### src/rtl/tetris_playfield_ctrl.sv
// Tetris playfield controller: board matrix, one falling piece,
// row clear with timed flash, saturating score and game-over.
module tetris_playfield_ctrl #(
   parameter int COLS           = 10,
   parameter int ROWS           = 20,
   parameter int GRAVITY_CYCLES = 50000000,
   parameter int FLASH_CYCLES   = 25000000,
   parameter int SCORE_W        = 7
) (
   input  logic                   clk,
   input  logic                   rst,
   input  logic                   key_valid,
   input  logic [1:0]             key_code,
   output logic                   piece_req,
   input  logic                   piece_valid,
   input  logic [15:0]            piece_mask,
   output logic [ROWS*COLS-1:0]   objects,
   output logic [ROWS*COLS-1:0]   flash,
   output logic [SCORE_W-1:0]     score,
   output logic                   game_over
);

   localparam int N   = ROWS * COLS;
   localparam int IW  = $clog2(N);
   localparam int RIW = $clog2(ROWS);
   localparam int RW  = $clog2(ROWS) + 1;
   localparam int CW  = $clog2(COLS) + 2;
   localparam int GW  = $clog2(GRAVITY_CYCLES);
   localparam int FW  = $clog2(FLASH_CYCLES + 1);
   localparam logic signed [CW-1:0] SPAWN_COL = CW'(COLS / 2 - 2);

   typedef enum logic [3:0] {
      S_IDLE, S_SPAWN, S_FALL, S_DROP, S_LOCK,
      S_CHECK, S_FLASH, S_COLLAPSE, S_OVER
   } state_t;

   state_t                 state_q, state_d;
   logic [N-1:0]           board_q, board_d;
   logic [N-1:0]           flash_q, flash_d;
   logic [N-1:0]           objects_q, objects_d;
   logic [RW-1:0]          row_q, row_d;
   logic signed [CW-1:0]   col_q, col_d;
   logic [15:0]            mask_q, mask_d;
   logic [GW-1:0]          grav_q, grav_d;
   logic [FW-1:0]          fcnt_q, fcnt_d;
   logic [SCORE_W-1:0]     score_q, score_d;

   logic                   term;
   logic                   key_move;
   logic [N-1:0]           cur;
   logic [ROWS-1:0]        full_v;
   logic [ROWS-1:0]        rest_v;
   int                     fr;
   int                     r_i;
   int                     c_i;

   function automatic logic [N-1:0] cells_of(input int r, input int c,
                                             input logic [15:0] m);
      logic [N-1:0] v;
      v = '0;
      for (int pr = 0; pr < 4; pr++)
         for (int pc = 0; pc < 4; pc++)
            if (m[4'(4*pr+pc)] && r+pr < ROWS && c+pc >= 0 && c+pc < COLS)
               v[IW'((r+pr)*COLS+c+pc)] = 1'b1;
      return v;
   endfunction

   // Walls and floor count as occupied; rows never go negative.
   function automatic logic hits(input logic [N-1:0] b, input int r,
                                 input int c, input logic [15:0] m);
      logic h;
      h = 1'b0;
      for (int pr = 0; pr < 4; pr++)
         for (int pc = 0; pc < 4; pc++)
            if (m[4'(4*pr+pc)]) begin
               if (c+pc < 0 || c+pc >= COLS || r+pr >= ROWS)
                  h = 1'b1;
               else if (b[IW'((r+pr)*COLS+c+pc)])
                  h = 1'b1;
            end
      return h;
   endfunction

   function automatic logic [ROWS-1:0] full_rows(input logic [N-1:0] b);
      logic [ROWS-1:0] f;
      f = '1;
      for (int r = 0; r < ROWS; r++)
         for (int c = 0; c < COLS; c++)
            if (!b[IW'(r*COLS+c)]) f[RIW'(r)] = 1'b0;
      return f;
   endfunction

   function automatic int bottom_full(input logic [ROWS-1:0] f);
      int k;
      k = 0;
      for (int r = 0; r < ROWS; r++)
         if (f[RIW'(r)]) k = r;
      return k;
   endfunction

   function automatic logic [N-1:0] expand(input logic [ROWS-1:0] f);
      logic [N-1:0] v;
      v = '0;
      for (int r = 0; r < ROWS; r++)
         for (int c = 0; c < COLS; c++)
            v[IW'(r*COLS+c)] = f[RIW'(r)];
      return v;
   endfunction

   function automatic logic [N-1:0] collapse(input logic [N-1:0] b,
                                             input int k);
      logic [N-1:0] v;
      v = '0;
      for (int r = 0; r < ROWS; r++)
         for (int c = 0; c < COLS; c++)
            if (r > k)
               v[IW'(r*COLS+c)] = b[IW'(r*COLS+c)];
            else if (r > 0)
               v[IW'(r*COLS+c)] = b[IW'((r-1)*COLS+c)];
      return v;
   endfunction

   always_comb begin
      r_i      = int'(row_q);
      c_i      = int'(col_q);
      cur      = cells_of(r_i, c_i, mask_q);
      full_v   = full_rows(board_q);
      fr       = bottom_full(full_v);
      rest_v   = full_v & ~(ROWS'(1) << fr);
      term     = (grav_q == GW'(GRAVITY_CYCLES - 1));
      key_move = key_valid && (key_code != 2'b11);

      state_d  = state_q;
      board_d  = board_q;
      flash_d  = flash_q;
      row_d    = row_q;
      col_d    = col_q;
      mask_d   = mask_q;
      grav_d   = grav_q;
      fcnt_d   = fcnt_q;
      score_d  = score_q;
      objects_d = board_q;
      if (state_q == S_FALL || state_q == S_DROP)
         objects_d = board_q | cur;

      unique case (state_q)
         S_IDLE: begin
            if (key_valid && key_code == 2'b11) state_d = S_SPAWN;
         end
         S_SPAWN: begin
            if (piece_valid) begin
               mask_d = piece_mask;
               row_d  = '0;
               col_d  = SPAWN_COL;
               grav_d = '0;
               if (hits(board_q, 0, int'(SPAWN_COL), piece_mask))
                  state_d = S_OVER;
               else
                  state_d = S_FALL;
            end
         end
         S_FALL: begin
            // A key on the terminal count defers gravity by one cycle.
            if (key_move) begin
               grav_d = term ? grav_q : grav_q + 1'b1;
               case (key_code)
                  2'b00: state_d = S_DROP;
                  2'b01: if (!hits(board_q, r_i, c_i - 1, mask_q))
                            col_d = col_q - 1'b1;
                  2'b10: if (!hits(board_q, r_i, c_i + 1, mask_q))
                            col_d = col_q + 1'b1;
                  default: ;
               endcase
            end else if (term) begin
               grav_d = '0;
               if (hits(board_q, r_i + 1, c_i, mask_q)) state_d = S_LOCK;
               else row_d = row_q + 1'b1;
            end else begin
               grav_d = grav_q + 1'b1;
            end
         end
         S_DROP: begin
            if (hits(board_q, r_i + 1, c_i, mask_q)) state_d = S_LOCK;
            else row_d = row_q + 1'b1;
         end
         S_LOCK: begin
            board_d = board_q | cur;
            mask_d  = '0;
            state_d = S_CHECK;
         end
         S_CHECK: begin
            if (|full_v) begin
               flash_d = expand(full_v);
               fcnt_d  = '0;
               state_d = S_FLASH;
            end else begin
               state_d = S_SPAWN;
            end
         end
         S_FLASH: begin
            if (fcnt_q == FW'(FLASH_CYCLES - 1)) begin
               flash_d = '0;
               state_d = S_COLLAPSE;
            end else begin
               fcnt_d = fcnt_q + 1'b1;
            end
         end
         S_COLLAPSE: begin
            if (|full_v) begin
               board_d = collapse(board_q, fr);
               if (score_q != '1) score_d = score_q + 1'b1;
               state_d = (|rest_v) ? S_COLLAPSE : S_SPAWN;
            end else begin
               state_d = S_SPAWN;
            end
         end
         S_OVER: begin
            if (key_valid && key_code == 2'b11) begin
               board_d = '0;
               score_d = '0;
               state_d = S_SPAWN;
            end
         end
         default: state_d = S_IDLE;
      endcase
   end

   always_ff @(posedge clk or negedge rst) begin
      if (!rst) begin
         state_q   <= S_IDLE;
         board_q   <= '0;
         flash_q   <= '0;
         objects_q <= '0;
         row_q     <= '0;
         col_q     <= SPAWN_COL;
         mask_q    <= '0;
         grav_q    <= '0;
         fcnt_q    <= '0;
         score_q   <= '0;
      end else begin
         state_q   <= state_d;
         board_q   <= board_d;
         flash_q   <= flash_d;
         objects_q <= objects_d;
         row_q     <= row_d;
         col_q     <= col_d;
         mask_q    <= mask_d;
         grav_q    <= grav_d;
         fcnt_q    <= fcnt_d;
         score_q   <= score_d;
      end
   end

   assign objects   = objects_q;
   assign flash     = flash_q;
   assign score     = score_q;
   assign game_over = (state_q == S_OVER);
   assign piece_req = (state_q == S_SPAWN);

endmodule

### config.mk
export PLATFORM = sky130hd
export DESIGN_NAME = tetris_playfield_ctrl
export DESIGN_NICKNAME = d
export VERILOG_FILES = /design/src/rtl/tetris_playfield_ctrl.sv
export SDC_FILE = /design/constraint.sdc
export NUM_CORES = 2
export LEC_CHECK = 0
export CORE_ASPECT_RATIO = 0.75
export CORE_UTILIZATION = 35
export DETAILED_ROUTE_END_ITERATION = 6
export MAX_ROUTING_LAYER = met4
export PLACE_DENSITY_LB_ADDON = 0.05
export SYNTH_ARGS = -nofsm -noshare
export SYNTH_HDL_FRONTEND = slang
export SYNTH_SLANG_ARGS = --single-unit
### constraint.sdc
create_clock -name clk -period 9.7 [get_ports clk]
set_input_delay 1.94 -clock clk [delete_from_list [all_inputs] [get_ports clk]]
set_output_delay 1.94 -clock clk [all_outputs]
set_load 0.01 [all_outputs]
# After elaboration in Yosys (flattened, before gate mapping)
# Cells that the tools add are included.
op_classes:
  n_addsub: 46
  multipliers: 3
  magnitude_cmp: 84
  eq_ne: 47
  shift: 1
  muxes: 519
  n_bitwise: 10
  reduce_logical: 101
ops:
  columns: ["operator", "n"]
  rows:
  - ["$mux W200", 11]
  - ["$or A200 B200 Y200", 8]
  - ["$pmux W200 S3", 1]
  - ["$mux W1", 428]
  - ["$pmux W200 S2", 1]
  - ["$lt A8 B10 Y1 const B", 28]
  - ["$bmux W1 S8", 24]
  - ["$gt A5 B32 Y1 const A", 5]
  - ["$gt A4 B32 Y1 const A", 4]
  - ["$add A8 B3 Y8 const B", 14]
  - ["$mux W26", 4]
  - ["$ge A32 B5 Y1 const B", 3]
  - ["$lt A32 B1 Y1 const B", 3]
  - ["$demux W1 S8", 8]
  - ["$ge A32 B6 Y1 const B", 2]
  - ["$ge A8 B1 Y1 const B", 8]
  - ["$gt A3 B32 Y1 const A", 2]
  - ["$add A8 B2 Y8 const B", 7]
  - ["$mux W4", 14]
  - ["$mux W6", 9]
  - ["$pmux W26 S2", 1]
  - ["$pmux W25 S2", 1]
  - ["$reduce_and A3 Y1", 15]
  - ["$ne A2 B2 Y1 const B", 22]
  - ["67 further kinds", 188]
totals:
  register_bits: 682
  input_bits: 22
  out_inout_bits: 409
  word_cells: 834

# Logic depth before layout (Yosys ltp)
logic_depth:
  ltp_word: 40
  mapped_depth: 29
  depth_no_buf: 21

# Worst setup path before layout
# No wires, ideal clock.
synth_timing:
  path_kind: "register -> register"
  startpoint: "reg col_q[0]"
  endpoint: "reg col_q[3]"
  setup_time_ps: 125
  arrival_ps: 7932
  t_required_ps: 9575
  setup_slack_ps: 1643
  path_stages_with_launch: 27
  n_path_buf: 10
  synth_period_minus_slack_ps: 8057
  cell_sequence: "dfstp_2 buf_4 buf_6 inv_2 buf_2 clkbuf_1 clkbuf_1 ha_1 clkbuf_1 inv_1 ha_1 buf_2 buf_2 buf_1 inv_1 ha_1 xnor2_2 buf_2 mux4_2 mux4_2 mux2_2 o2111ai_1 o211ai_1 nand3_1 nor4b_2 nor3_2 mux2_4"
synth_via:
  elab_chain_cells: 37
  word_cells_on_any_way: 182
  cone_classes: "add/sub: 26; order compare: 16; eq/ne: 2; mux: 113; reduce/logical: 25"
synth_rtl:
  columns: ["item", "line", "source"]
  rows:
  - ["from (decl)", "42", "logic signed [CW-1:0] col_q, col_d;"]
  - ["from (signal assigned)", "246", "col_q <= col_d;"]
  - ["branches (longest 37 deep; another with $add A8 B7 Y8)", null, null]
# Several ways; the timed one is not identified. The select of a mux whose other input is x is not followed.
# A chain may end at the register's enable or synchronous reset.

# Worst setup path after layout
layout_timing:
  startpoint: "reg col_q[2]"
  endpoint: "reg col_q[4]"
# The elaborated chain is that of the path after synthesis.

==> impl_metrics.prom <==
# TYPE chip_impl_metric gauge
chip_impl_metric{name="synth_compound_gate_area_share",unit=""} 0.1659
chip_impl_metric{name="synth_mux_area_frac",unit=""} 0.3430
chip_impl_metric{name="synth-seq-cells",unit=""} 495
chip_impl_info{name="r2r-end",value="col_q[4]"} 1
chip_impl_metric{name="yosys.area_share.xor_xnor",unit=""} 0.03710
chip_impl_metric{name="fin_util",unit=""} 0.4024
chip_impl_metric{name="synth_simple_gate_area_share",unit=""} 0.1465
chip_impl_metric{name="ant_nets",unit=""} 0
chip_impl_info{name="crit_path_cell_trace",value="buf_4, ha_1, and2_1, xnor2_1, ha_1, xor2_4, o211ai_1, o211ai_1, and2_1, mux2i_1, a2111oi_0, a211oi_1, o21ai_0, nor3_2, nor3_2, mux2_4"} 1
chip_impl_info{name="hold-path-endpoint",value="objects[197]"} 1
chip_impl_metric{name="portBuffers",unit=""} 350
chip_impl_metric{name="fmax",unit="GHz"} 0.1172
chip_impl_metric{name="report.final.setup_viol",unit=""} 0
chip_impl_metric{name="num_rows",unit=""} 134
chip_impl_metric{name="grt_pass1_vias",unit=""} 61150
chip_impl_metric{name="ys_warn_count",unit=""} 0
chip_impl_metric{name="final_layout_size_suffix_gt1_frac",unit=""} 0.2501
chip_impl_info{name="cell_with_the_biggest_individual_delay_on_the_critical_path",value="sky130_fd_sc_hd__mux2i_1"} 1
chip_impl_metric{name="rrSetupSlack",unit="ps"} 1170
chip_impl_info{name="worstSetupPathType",value="reg2reg"} 1
chip_impl_metric{name="layout_setup_ws",unit="ps"} 1171
chip_impl_metric{name="critical_path.max_stage_delay",unit="ps"} 1410
chip_impl_metric{name="cts.reportedPaths.clkPinSlew",unit="ps"} 70
chip_impl_metric{name="period_needed",unit="ps"} 8529
chip_impl_metric{name="grt_start_max_net_pins",unit=""} 156
chip_impl_metric{name="cts-root-to-sink-buffers",unit=""} 3
chip_impl_info{name="unrepaired_setup_endpoints_after_global_routing",value="false"} 1
chip_impl_info{name="clk_root_buffer_cell",value="sky130_fd_sc_hd__clkbuf_16"} 1
chip_impl_metric{name="wl_per_cell",unit="µm"} 49.80
chip_impl_info{name="most_common_cell_after_layout_fill_and_taps_aside",value="sky130_fd_sc_hd__mux4_2"} 1
chip_impl_info{name="setup.worst_path.start_class",value="flip-flop"} 1
chip_impl_metric{name="synthArstFlopShare",unit=""} 1.000
chip_impl_metric{name="final-max-slew-violation-count",unit=""} 39
chip_impl_info{name="post_synth_main_area_contributors",value="sky130_fd_sc_hd__mux4_2 (27%), sky130_fd_sc_hd__dfrtp_1 (20%), sky130_fd_sc_hd__mux2i_1 (5.5%)"} 1
chip_impl_info{name="min_path_type",value="reg2reg"} 1
chip_impl_info{name="most_utilized_layer_in_the_global_route_result",value="met1"} 1
chip_impl_info{name="failed_checks",value="DRC, capacitance limit, slew limit"} 1
chip_impl_metric{name="dieWidth",unit="µm"} 490.6
chip_impl_metric{name="finish.net_count",unit=""} 6689
chip_impl_metric{name="synthAdderAreaFrac",unit=""} 0.02943
chip_impl_info{name="run_status",value="complete, but fails checks"} 1
chip_impl_metric{name="synth_area_per_cell",unit="µm²"} 9.644
chip_impl_metric{name="cts_resized",unit=""} 0
chip_impl_metric{name="worst-r2r-cell-count",unit=""} 16
chip_impl_metric{name="cts_setup_buffers",unit=""} 0
chip_impl_metric{name="finish.cell_count_without_fillers",unit=""} 9014
chip_impl_info{name="worst_r2r_startpoint",value="col_q[2]"} 1
chip_impl_metric{name="critical_path_required",unit="ps"} 10240
chip_impl_metric{name="io_pins",unit=""} 431
chip_impl_metric{name="synthesis.area",unit="µm²"} 62660
chip_impl_info{name="cts_tree",value="done"} 1
chip_impl_metric{name="path_buf_inv",unit=""} 1
chip_impl_metric{name="die-area",unit="µm²"} 180700
chip_impl_metric{name="portion_of_the_clock_cycle_consumed_by_the_worst_path_in_the_final_layout",unit=""} 0.8793
chip_impl_metric{name="clk_latency",unit="ps"} 730
chip_impl_metric{name="die-height",unit="µm"} 368.4
chip_impl_metric{name="vias",unit=""} 68120
chip_impl_metric{name="global_router_s_overall_resource_usage",unit=""} 0.4937
chip_impl_metric{name="synthToLayoutAreaGrowth",unit="%"} 14.23
chip_impl_info{name="worst_hold_startpoint",value="board_q[197]"} 1
chip_impl_info{name="mostFrequentLayoutCells",value="sky130_fd_sc_hd__mux4_2 (748), sky130_fd_sc_hd__buf_4 (506), sky130_fd_sc_hd__nand2_1 (498), sky130_fd_sc_hd__dfrtp_1 (493), sky130_fd_sc_hd__nor2_1 (470)"} 1
chip_impl_metric{name="globalRouteMet1Util",unit=""} 0.6280
chip_impl_info{name="synth_top_family_by_area",value="multiplexers"} 1
chip_impl_metric{name="synth-edff-count",unit=""} 0
chip_impl_metric{name="final_hold_vios",unit=""} 0
chip_impl_metric{name="worstPathMaxFanout",unit=""} 17
chip_impl_metric{name="holdPathStages",unit=""} 0
chip_impl_metric{name="max-slew-margin-rel",unit=""} -0.1463
chip_impl_metric{name="synth_top_area_frac",unit=""} 0.2689
chip_impl_metric{name="met2_usage",unit=""} 0.5920
chip_impl_metric{name="met3_usage",unit=""} 0.3406
chip_impl_metric{name="core_area",unit="µm²"} 177900
chip_impl_metric{name="max_slew.worst_pin.slew",unit="ps"} 1672
chip_impl_metric{name="first_pass_grt_wire_length",unit="µm"} 584300
chip_impl_metric{name="cts-htree-levels",unit=""} 2
chip_impl_metric{name="timing.critical_path.arrival",unit="ps"} 9070
chip_impl_metric{name="dr.first_iter.drc_count",unit=""} 13740
chip_impl_metric{name="global_placement_routability_congestion",unit=""} 1.169
chip_impl_metric{name="number_of_distinct_standard_cells_referenced_by_the_synthesized_netlist",unit=""} 109
chip_impl_info{name="setup.worst_path.end_class",value="flip-flop"} 1
chip_impl_metric{name="timing.setup.tns",unit="ps"} 0
chip_impl_metric{name="placedCellCount",unit=""} 8850
chip_impl_metric{name="cts_sinks",unit=""} 495
chip_impl_info{name="netlist.top_cell.by_area",value="sky130_fd_sc_hd__mux4_2"} 1
chip_impl_info{name="dominantRegCellSynth",value="sky130_fd_sc_hd__dfrtp_1"} 1
chip_impl_metric{name="drt_wl_total",unit="µm"} 448900
chip_impl_metric{name="post_synth_inst_count",unit=""} 6497
chip_impl_metric{name="finalClockSkew",unit="ps"} 85.53
chip_impl_metric{name="route.detailed.vias_per_inst",unit=""} 7.558
chip_impl_metric{name="drt_pre_antenna_iters",unit=""} 7
chip_impl_info{name="crit_family",value="simple AND/OR/NAND/NOR gates"} 1
chip_impl_metric{name="cap_viol_max_count",unit=""} 13
chip_impl_metric{name="globalRouteOverflowTotal",unit=""} 0
chip_impl_metric{name="holdBufCountCts",unit=""} 0
chip_impl_metric{name="ys_seq_area_frac",unit=""} 0.1977
chip_impl_metric{name="place.detailed.hpwl",unit="µm"} 334500
chip_impl_metric{name="start_util",unit=""} 0.3522
chip_impl_metric{name="numCtsBuffers",unit=""} 55
chip_impl_metric{name="drc",unit=""} 74
chip_impl_metric{name="grt_antenna_before_repair",unit=""} 62
chip_impl_metric{name="place_worst_setup_slack",unit="ps"} 1935
## routing by layer
layer | part of all wire | up-vias
met2 | 0.36 | 6533
met1 | 0.40 | 35180
met3 | 0.19 | 1225
met5 | 0 | -
li1 | - | 25190
met4 | 0.048 | 0
## worst max path at each step
stage | slack, ps | depth (start not counted) | startpoint | to
6_report | 1170 | 16 | col_q[2] | col_q[4]
5_1_grt | 1390 | 16 | col_q[2] | col_q[3]
4_1_cts | 1890 | 22 | row_q[0] | board_q[3]
3_5_place_dp | 1930 | 22 | row_q[0] | board_q[3]
3_3_place_gp | 1920 | 22 | row_q[0] | board_q[3]
2_1_floorplan | 1640 | 26 | col_q[0] | col_q[3]
## cells by family (layout without fill, tap and decap cells)
family,count (synthesis),in the layout
adders and majority gates,141,141
DFF,495,495
buffers and inverters,1064,1066
xor gates and xnor gates,232,232
AOI/OAI and AO/OA,1471,1471
muxes,1198,1198
other,1,136
and+or+nand+nor,1895,1895
## through the flow
stage	instance area, µm²	hold WS, ps
2_1_floorplan	62930	456.0
3_3_place_gp	69500	424.3
3_5_place_dp	69500	431.4
4_1_cts	71420	448.7
5_1_grt	71540	468.1
6_report	71580	447.3
## synthesized netlist by cell type (143+ instances only)
cell and n:
sky130_fd_sc_hd__nand2_1 500, sky130_fd_sc_hd__nand4_1 196, sky130_fd_sc_hd__dfrtp_1 493, sky130_fd_sc_hd__mux2i_1 344, sky130_fd_sc_hd__clkbuf_1 591, sky130_fd_sc_hd__o21ai_0 143, sky130_fd_sc_hd__a21oi_1 214, sky130_fd_sc_hd__nand3_1 177
sky130_fd_sc_hd__nor2_1 500, sky130_fd_sc_hd__mux4_2 748, sky130_fd_sc_hd__buf_4 217, sky130_fd_sc_hd__o22ai_1 152
## state kept, by name (all words and copies together) (netlist names), 6 cells and up
signal,count
mask_q,8
board_q,200
grav_q,26
objects,200
row_q,6
col_q,6
score,7
flash,13
fcnt_q,25
## layout make-up
type | count | area, µm²
clock buffers | 77 | 1609
clock inverters | 23 | 305.3
flip-flops and latches | 495 | 12390
well taps | 2380 | 2978
diodes | 64 | 160.2
multi-input cells | 5009 | 46280
repair buffers | 864 | 7467
inverters | 102 | 382.9
fillers | 17490 | 106300
Power is left out: the tool's default activity adds up to more than one toggle a clock period on the data nets, which glitch-free logic cannot reach.
